===== config.mk =====
export PLATFORM = sky130hd
export DESIGN_NAME = ps2_rx_decoder
export DESIGN_NICKNAME = d
export VERILOG_FILES = /design/src/rtl/ps2_rx_decoder.sv
export SDC_FILE = /design/constraint.sdc
export NUM_CORES = 1
export LEC_CHECK = 0
export ABC_CLOCK_PERIOD_IN_PS = 5200
export BUFFER_PORTS_ARGS = -buffer_cell sky130_fd_sc_hd__buf_2
export CAP_MARGIN = 20
export CORE_ASPECT_RATIO = 0.9
export CORE_UTILIZATION = 45
export CTS_CLUSTER_SIZE = 10
export DETAILED_ROUTE_END_ITERATION = 16
export GPL_TIMING_DRIVEN = 1
export PLACE_DENSITY_LB_ADDON = 0.2
export SYNTH_ARGS = -nofsm -noshare
export SYNTH_HDL_FRONTEND = slang
export SYNTH_SLANG_ARGS = --single-unit

===== constraint.sdc =====
create_clock -name CLK -period 5.2 [get_ports CLK]
set_input_delay 1.04 -clock CLK [delete_from_list [all_inputs] [get_ports CLK]]
set_output_delay 1.04 -clock CLK [all_outputs]
set_load 0.005 [all_outputs]

===== src/rtl/ps2_rx_decoder.sv =====
// PS/2 keyboard receiver: synchronizes and deglitches KCLK, shifts in 11-bit frames,
// and folds 0xE0/0xF0 prefixes into EXTENDED/RELEASE flags on the next scancode.
module ps2_rx_decoder #(
    parameter int FILTER_LEN = 4,
    parameter int TIMEOUT    = 50000
) (
    input  logic       CLK,
    input  logic       RESET,
    input  logic       KCLK,
    input  logic       KDAT,
    output logic [7:0] CODE,
    output logic       RELEASE,
    output logic       EXTENDED,
    output logic       VALID,
    output logic       FRAME_ERR,
    output logic       BUSY
);

    localparam int FW = (FILTER_LEN > 1) ? $clog2(FILTER_LEN) : 1;
    localparam int TW = $clog2(TIMEOUT + 1);
    localparam logic [FW-1:0] FLT_LAST = FW'(FILTER_LEN - 1);
    localparam logic [TW-1:0] TMO_LAST = TW'(TIMEOUT - 1);

    typedef enum logic [1:0] {
        S_IDLE  = 2'd0,
        S_SHIFT = 2'd1,
        S_CHECK = 2'd2
    } state_t;

    logic          kclk_meta, kclk_sync;
    logic          kdat_meta, kdat_sync;
    logic          kclk_filt;
    logic [FW-1:0] flt_cnt;
    logic          flt_flip;
    logic          sample;

    state_t        state;
    logic [3:0]    bit_cnt;
    logic [TW-1:0] tmo_cnt;
    logic [10:1]   frame;
    logic          ext_pending;
    logic          brk_pending;
    logic [7:0]    rx_byte;
    logic          frame_good;

    always_ff @(posedge CLK) begin
        if (RESET) begin
            kclk_meta <= 1'b1;
            kclk_sync <= 1'b1;
            kdat_meta <= 1'b1;
            kdat_sync <= 1'b1;
            kclk_filt <= 1'b1;
            flt_cnt   <= '0;
        end else begin
            kclk_meta <= KCLK;
            kclk_sync <= kclk_meta;
            kdat_meta <= KDAT;
            kdat_sync <= kdat_meta;
            // Count consecutive disagreeing samples; any agreeing sample restarts the run.
            if (kclk_sync != kclk_filt) begin
                if (flt_cnt == FLT_LAST) begin
                    kclk_filt <= kclk_sync;
                    flt_cnt   <= '0;
                end else begin
                    flt_cnt <= flt_cnt + 1'b1;
                end
            end else begin
                flt_cnt <= '0;
            end
        end
    end

    assign flt_flip   = (kclk_sync != kclk_filt) && (flt_cnt == FLT_LAST);
    assign sample     = flt_flip && kclk_filt;
    assign rx_byte    = frame[8:1];
    assign frame_good = (^frame[9:1]) && frame[10];
    assign BUSY       = (state != S_IDLE);

    always_ff @(posedge CLK) begin
        if (RESET) begin
            state       <= S_IDLE;
            bit_cnt     <= '0;
            tmo_cnt     <= '0;
            frame       <= '0;
            ext_pending <= 1'b0;
            brk_pending <= 1'b0;
            CODE        <= 8'h00;
            RELEASE     <= 1'b0;
            EXTENDED    <= 1'b0;
            VALID       <= 1'b0;
            FRAME_ERR   <= 1'b0;
        end else begin
            VALID     <= 1'b0;
            FRAME_ERR <= 1'b0;
            case (state)
                S_IDLE: begin
                    tmo_cnt <= '0;
                    if (sample && !kdat_sync) begin
                        bit_cnt <= 4'd1;
                        state   <= S_SHIFT;
                    end
                end
                S_SHIFT: begin
                    // tmo_cnt holds the number of cycles elapsed since the last sample event.
                    if (sample) begin
                        frame[bit_cnt] <= kdat_sync;
                        bit_cnt        <= bit_cnt + 4'd1;
                        tmo_cnt        <= TW'(1);
                        if (bit_cnt == 4'd10) begin
                            state <= S_CHECK;
                        end
                    end else if (tmo_cnt >= TMO_LAST) begin
                        state     <= S_IDLE;
                        bit_cnt   <= '0;
                        tmo_cnt   <= '0;
                        FRAME_ERR <= 1'b1;
                    end else begin
                        tmo_cnt <= tmo_cnt + 1'b1;
                    end
                end
                S_CHECK: begin
                    state   <= S_IDLE;
                    bit_cnt <= '0;
                    tmo_cnt <= '0;
                    if (!frame_good) begin
                        FRAME_ERR   <= 1'b1;
                        ext_pending <= 1'b0;
                        brk_pending <= 1'b0;
                    end else if (rx_byte == 8'hE0) begin
                        ext_pending <= 1'b1;
                    end else if (rx_byte == 8'hF0) begin
                        brk_pending <= 1'b1;
                    end else begin
                        CODE        <= rx_byte;
                        RELEASE     <= brk_pending;
                        EXTENDED    <= ext_pending;
                        VALID       <= 1'b1;
                        ext_pending <= 1'b0;
                        brk_pending <= 1'b0;
                    end
                end
                default: begin
                    state   <= S_IDLE;
                    bit_cnt <= '0;
                    tmo_cnt <= '0;
                end
            endcase
        end
    end

endmodule


# Word-level counts from Yosys, hierarchy flattened
# Index checks and enable logic that the tools add are counted.
# classes
addsub,3
order_cmp,3
eq_ne,12
muxes,25
bitwise,6
n_reduce_logical,20
# op_table
cell,count
16-bit by 1-bit adder with 16-bit output (second input constant),1
8-bit == test (second input constant),2
16-bit greater-or-equal comparator (second input constant),1
1-bit 2-to-1 mux,13
4-bit 2-to-1 mux,3
10-bit bitwise mux,1
2-bit AND reduction,5
3-bit inequality test (second input constant),3
9-bit parity,1
2-bit 2-to-1 mux,4
4-bit one-hot mux with 2 select lines,1
4-bit OR reduction,2
1-bit NOT,6
1-bit logical AND,5
4-bit by 5-bit less-than comparator with 1-bit output (second input constant),1
4-bit by 1-bit adder with 4-bit output (second input constant),1
1-bit demux with 4-bit select,1
2-bit == test (second input constant),2
4-bit == test (second input constant),1
4-bit by 1-bit greater-or-equal comparator with 1-bit output (second input constant),1
2-bit inequality test (second input constant),2
2-bit one-hot mux with 2 select lines,1
4-bit AND reduction,1
3-bit AND reduction,1
other kinds (9),9
# word_totals
ff_bits,53
out_inout_bits,13

# Logic depth before layout (Yosys ltp)
# logic_depth
ltp_word,6
depth_mapped,8
mapped_depth_nobuf,7

# Worst setup path after synthesis
# Ideal clock, no wire load.
# synth_timing
path_type,flip-flop to flip-flop
start,register frame[1] (netlist bit)
end,register CODE[0]
setup_ps,128
t_arrival_ps,1735
required_ps,5072
slack_ps,3337
path_stages_with_launch,9
cell_sequence,dfxtp_1 inv_1 ha_1 xnor3_1 xnor2_1 o2111ai_1 buf_4 mux2i_1 nor2_1
# synth_via
elab_chain_len,3
# synth_lines
element,line_no,rtl
from (decl),40,logic [10:1] frame;
"from (signal, indexed assignment)",106,frame[bit_cnt] <= kdat_sync;
"8-bit == test, or another cell as far along",131,end else if (rx_byte == 8'hF0) begin
1-bit NOT (no line) or 1-bit logical AND (tied branches),--,
4-bit AND reduction (no line),--,
to (signal assigned),134,CODE <= rx_byte;
to (decl),11,"output logic [7:0] CODE,"
# Parallel ways exist; a longest one is shown, timed or not.
# A chain may end at the register's enable or synchronous reset.

# Worst setup path after layout
# layout_timing
start,register state[0]
end,output port BUSY
# layout_via
elab_chain_len,1
# layout_lines
element,line_no,rtl
from (decl),37,state_t state;
from (signal assigned),81,state <= S_IDLE;
from (signal assigned),100,state <= S_SHIFT;
from (signal assigned),110,state <= S_CHECK;
2-bit nonzero test,77,assign BUSY = (state != S_IDLE);
to (decl),16,output logic BUSY
# Every way passes these cells.

==> metrics.cfg <==
[final_layout]
final_nets=300
multi_input_area_sq_um=1240
syn_to_final_growth_pct=9.51
final_cells=350
area.sequential_sq_um=1060
n_fill_cell=492
utilization_pct=51.0
antenna_cells=0
final_area_sq_um=2670
drive_gt1_share_pct=12.4

[job]
cap_violations=0

[global_routing]
grt_max_degree=40
grt-ovfl-total=0
antenna_found_initial=0
grt_pass1_vias=1556
grt_usage_pct=16.0
grt_pass1_wl_um=7150

[timing]
rsz0062_at_grt=no
whs_ns=0.413
finalCritPeriodShare_pct=43.0
post-route-min-period_ns=2.24
finClkSkew_ns=0.00632
setup_viol=0
hold_viol_final=0
tns_ns=0
tightest_slew_ns=0.676
slew_headroom_pct=55.0
fmax_mhz=447
drv_slew=0

[setup_path]
critPathRequiredTime_ns=4.16
worstSetupStartpoint=state[0]$_SDFFE_PP0P_
critical_path.max_fanout=3
path_class=reg2out
startpoint_type=flop
rr_worst_depth=7
r2r_slack_ns=3.00
timing.rr.end=frame[10]$_SDFFE_PP0P_
timing.rr.start=state[1]$_SDFFE_PP0P_
crit_arrival_ns=1.20
worstSetupEndpoint=BUSY
crit_path_end_kind=primary output

[clock_network]
clockBufferDepth=2
cts_setup_buffers=0
clkTransAtPathRegs_ns=0.09
numClockSinks=53
root_buffer=clkbuf_8
htreeDepth=2
cts_hold_buf=0
cts_resized=0
tritoncts=done
insertion_delay_ns=0.30
cts_buffers=5

[detailed_routing]
dr.pass1.iters=4
vias=1761
drc=0
wl_per_cell_um=11.9
ant_nets=0
wl_um=4180
drt_iter0_drc=73
vias_per_cell=5.03

[yosys]
synth.distinct_cells=45
synth_top_area_share_pct=43.6
ys_warn_count=0
ys_seq_area_share_pct=43.6
ys.flop_type=dfxtp_1
synth_top_cell_by_area=dfxtp_1
netlist_top_cells_area=dfxtp_1, ha_1, mux2i_1
syn_nets=285
synth_area_sq_um=2430
postSynth.asyncResetShare_pct=0
ys_seq_elements=53
syn_area_per_cell_sq_um=9.11
syn_inst=267
synth_edf_count=0

[placement]
io_buffers=16
dp_cells=342
hpwl_um=2900
place_congestion=0.742
place_area_sq_um=2550

[floorplan]
rows=25
dieArea_sq_um=5710
core_area_sq_um=5220
die_h_um=71.8
num_io_pins=17
fp.dieW_um=79.5
start_util_pct=46.6

[pwr]
ir_drop_mv=0.125
p_leak_nw=1.11
p_per_area_nw_per_um2=273

[run_status]
outcome=complete, no violations

[min_path]
min_path_type=reg2reg

layout by cell type (no fill, tap or decap), types with 3 or more instances in the layout:
master / synthesis / routed
dfxtp_1: 53 / 53
nor2_1: 42 / 42
nand2_1: 21 / 21
inv_1: 20 / 20
mux2i_1: 17 / 17
buf_2: 0 / 16
ha_1: 14 / 14
nand3_1: 11 / 11
xor2_1: 9 / 9
a21oi_1: 8 / 8
xnor2_1: 8 / 8
and3_1: 6 / 6
clkbuf_8: 0 / 6
nor3_1: 4 / 4
or3_1: 4 / 4
a31oi_1: 4 / 4
or2_2: 4 / 4
nor2b_1: 3 / 3
nand3b_1: 3 / 3
metrics by stage:
step	power, mW	worst slack, ns
after floorplan	0.446	3.34
after global placement	0.452	2.82
after detailed placement	0.452	2.81
after CTS	0.736	2.98
after global routing	0.757	2.80
final	0.727	2.96
registers in the layout, summed over array words and instances (netlist names):
signal and count:
VALID 1, brk_pending 1, flt_cnt 2, RELEASE 1, tmo_cnt 16, FRAME_ERR 1
bit_cnt 4, EXTENDED 1, kclk_sync 1, kclk_filt 1, kclk_meta 1, ext_pending 1
kdat_meta 1, kdat_sync 1, frame 10, CODE 8, state 2
cells in the mapped netlist (2+ instances only):
cell type  count
xor2_1         9
nor2b_1        3
nor3_1         4
nand3b_1       3
ha_1          14
o21ai_0        2
inv_1         20
a31oi_1        4
a21oi_1        8
nand3_1       11
dfxtp_1       53
or3_1          4
nor2_1        42
and3_1         6
or2_2          4
o22ai_1        2
xnor2_1        8
mux2i_1       17
nand4_1        2
clkbuf_1       6
nand2_1       21
layout make-up:
type	instances	share of cell area [%]
multi-input cells	185	46.6
flip-flops and latches	53	39.8
repair buffers	17	3.29
clock buffers	7	3.24
well taps	67	3.15
inverters	20	2.82
clock inverters	1	1.13
report_power, final:
| group | switching (mW) | internal [mW] | total [mW] | leakage (nW) |
|---|---|---|---|---|
| Clock | 0.128 | 0.157 | 0.285 | 0.0585 |
| Sequential | 0.00406 | 0.409 | 0.413 | 0.428 |
| Combinational | 0.0185 | 0.0104 | 0.0288 | 0.621 |
| Total | 0.151 | 0.577 | 0.727 | 1.11 |
worst min path at each step:
stage | to | startpoint | cells past startpoint | slack (ns)
CTS | kdat_sync$_SDFF_PP1_ | kdat_meta$_SDFF_PP1_ | 1 | 0.41
floorplan | kclk_sync$_SDFF_PP1_ | kclk_meta$_SDFF_PP1_ | 1 | 0.39
global placement | kclk_sync$_SDFF_PP1_ | kclk_meta$_SDFF_PP1_ | 1 | 0.39
finish | kdat_sync$_SDFF_PP1_ | kdat_meta$_SDFF_PP1_ | 1 | 0.41
detailed placement | kdat_sync$_SDFF_PP1_ | kdat_meta$_SDFF_PP1_ | 1 | 0.39
global route | kclk_sync$_SDFF_PP1_ | kclk_meta$_SDFF_PP1_ | 1 | 0.43
cell families after synthesis:
logic type / synth area share, %
buffers and inverters: 5.40
AND/OR/NAND/NOR: 21.4
adder cells (fa/ha/maj): 7.20
XOR/XNOR: 7.04
multiplexers: 7.45
AO/OA/AOI/OAI: 7.92
flip-flops: 43.6
per-layer routing:
layer	part of all wire [%]	GRT usage [%]	up-vias
li1	-	-	922
met1	56	23.8	814
met2	39	22.6	20
met3	3.1	3.69	5
met4	1.0	5.45	0
met5	0	0	-
critical path, cell delays in order (launching register included):
cell	delay, ns
dfxtp_1	0.37
inv_1	0.07
ha_1	0.22
inv_1	0.11
buf_2	0.13
No activity file was read; power rests on OpenSTA's default activity.
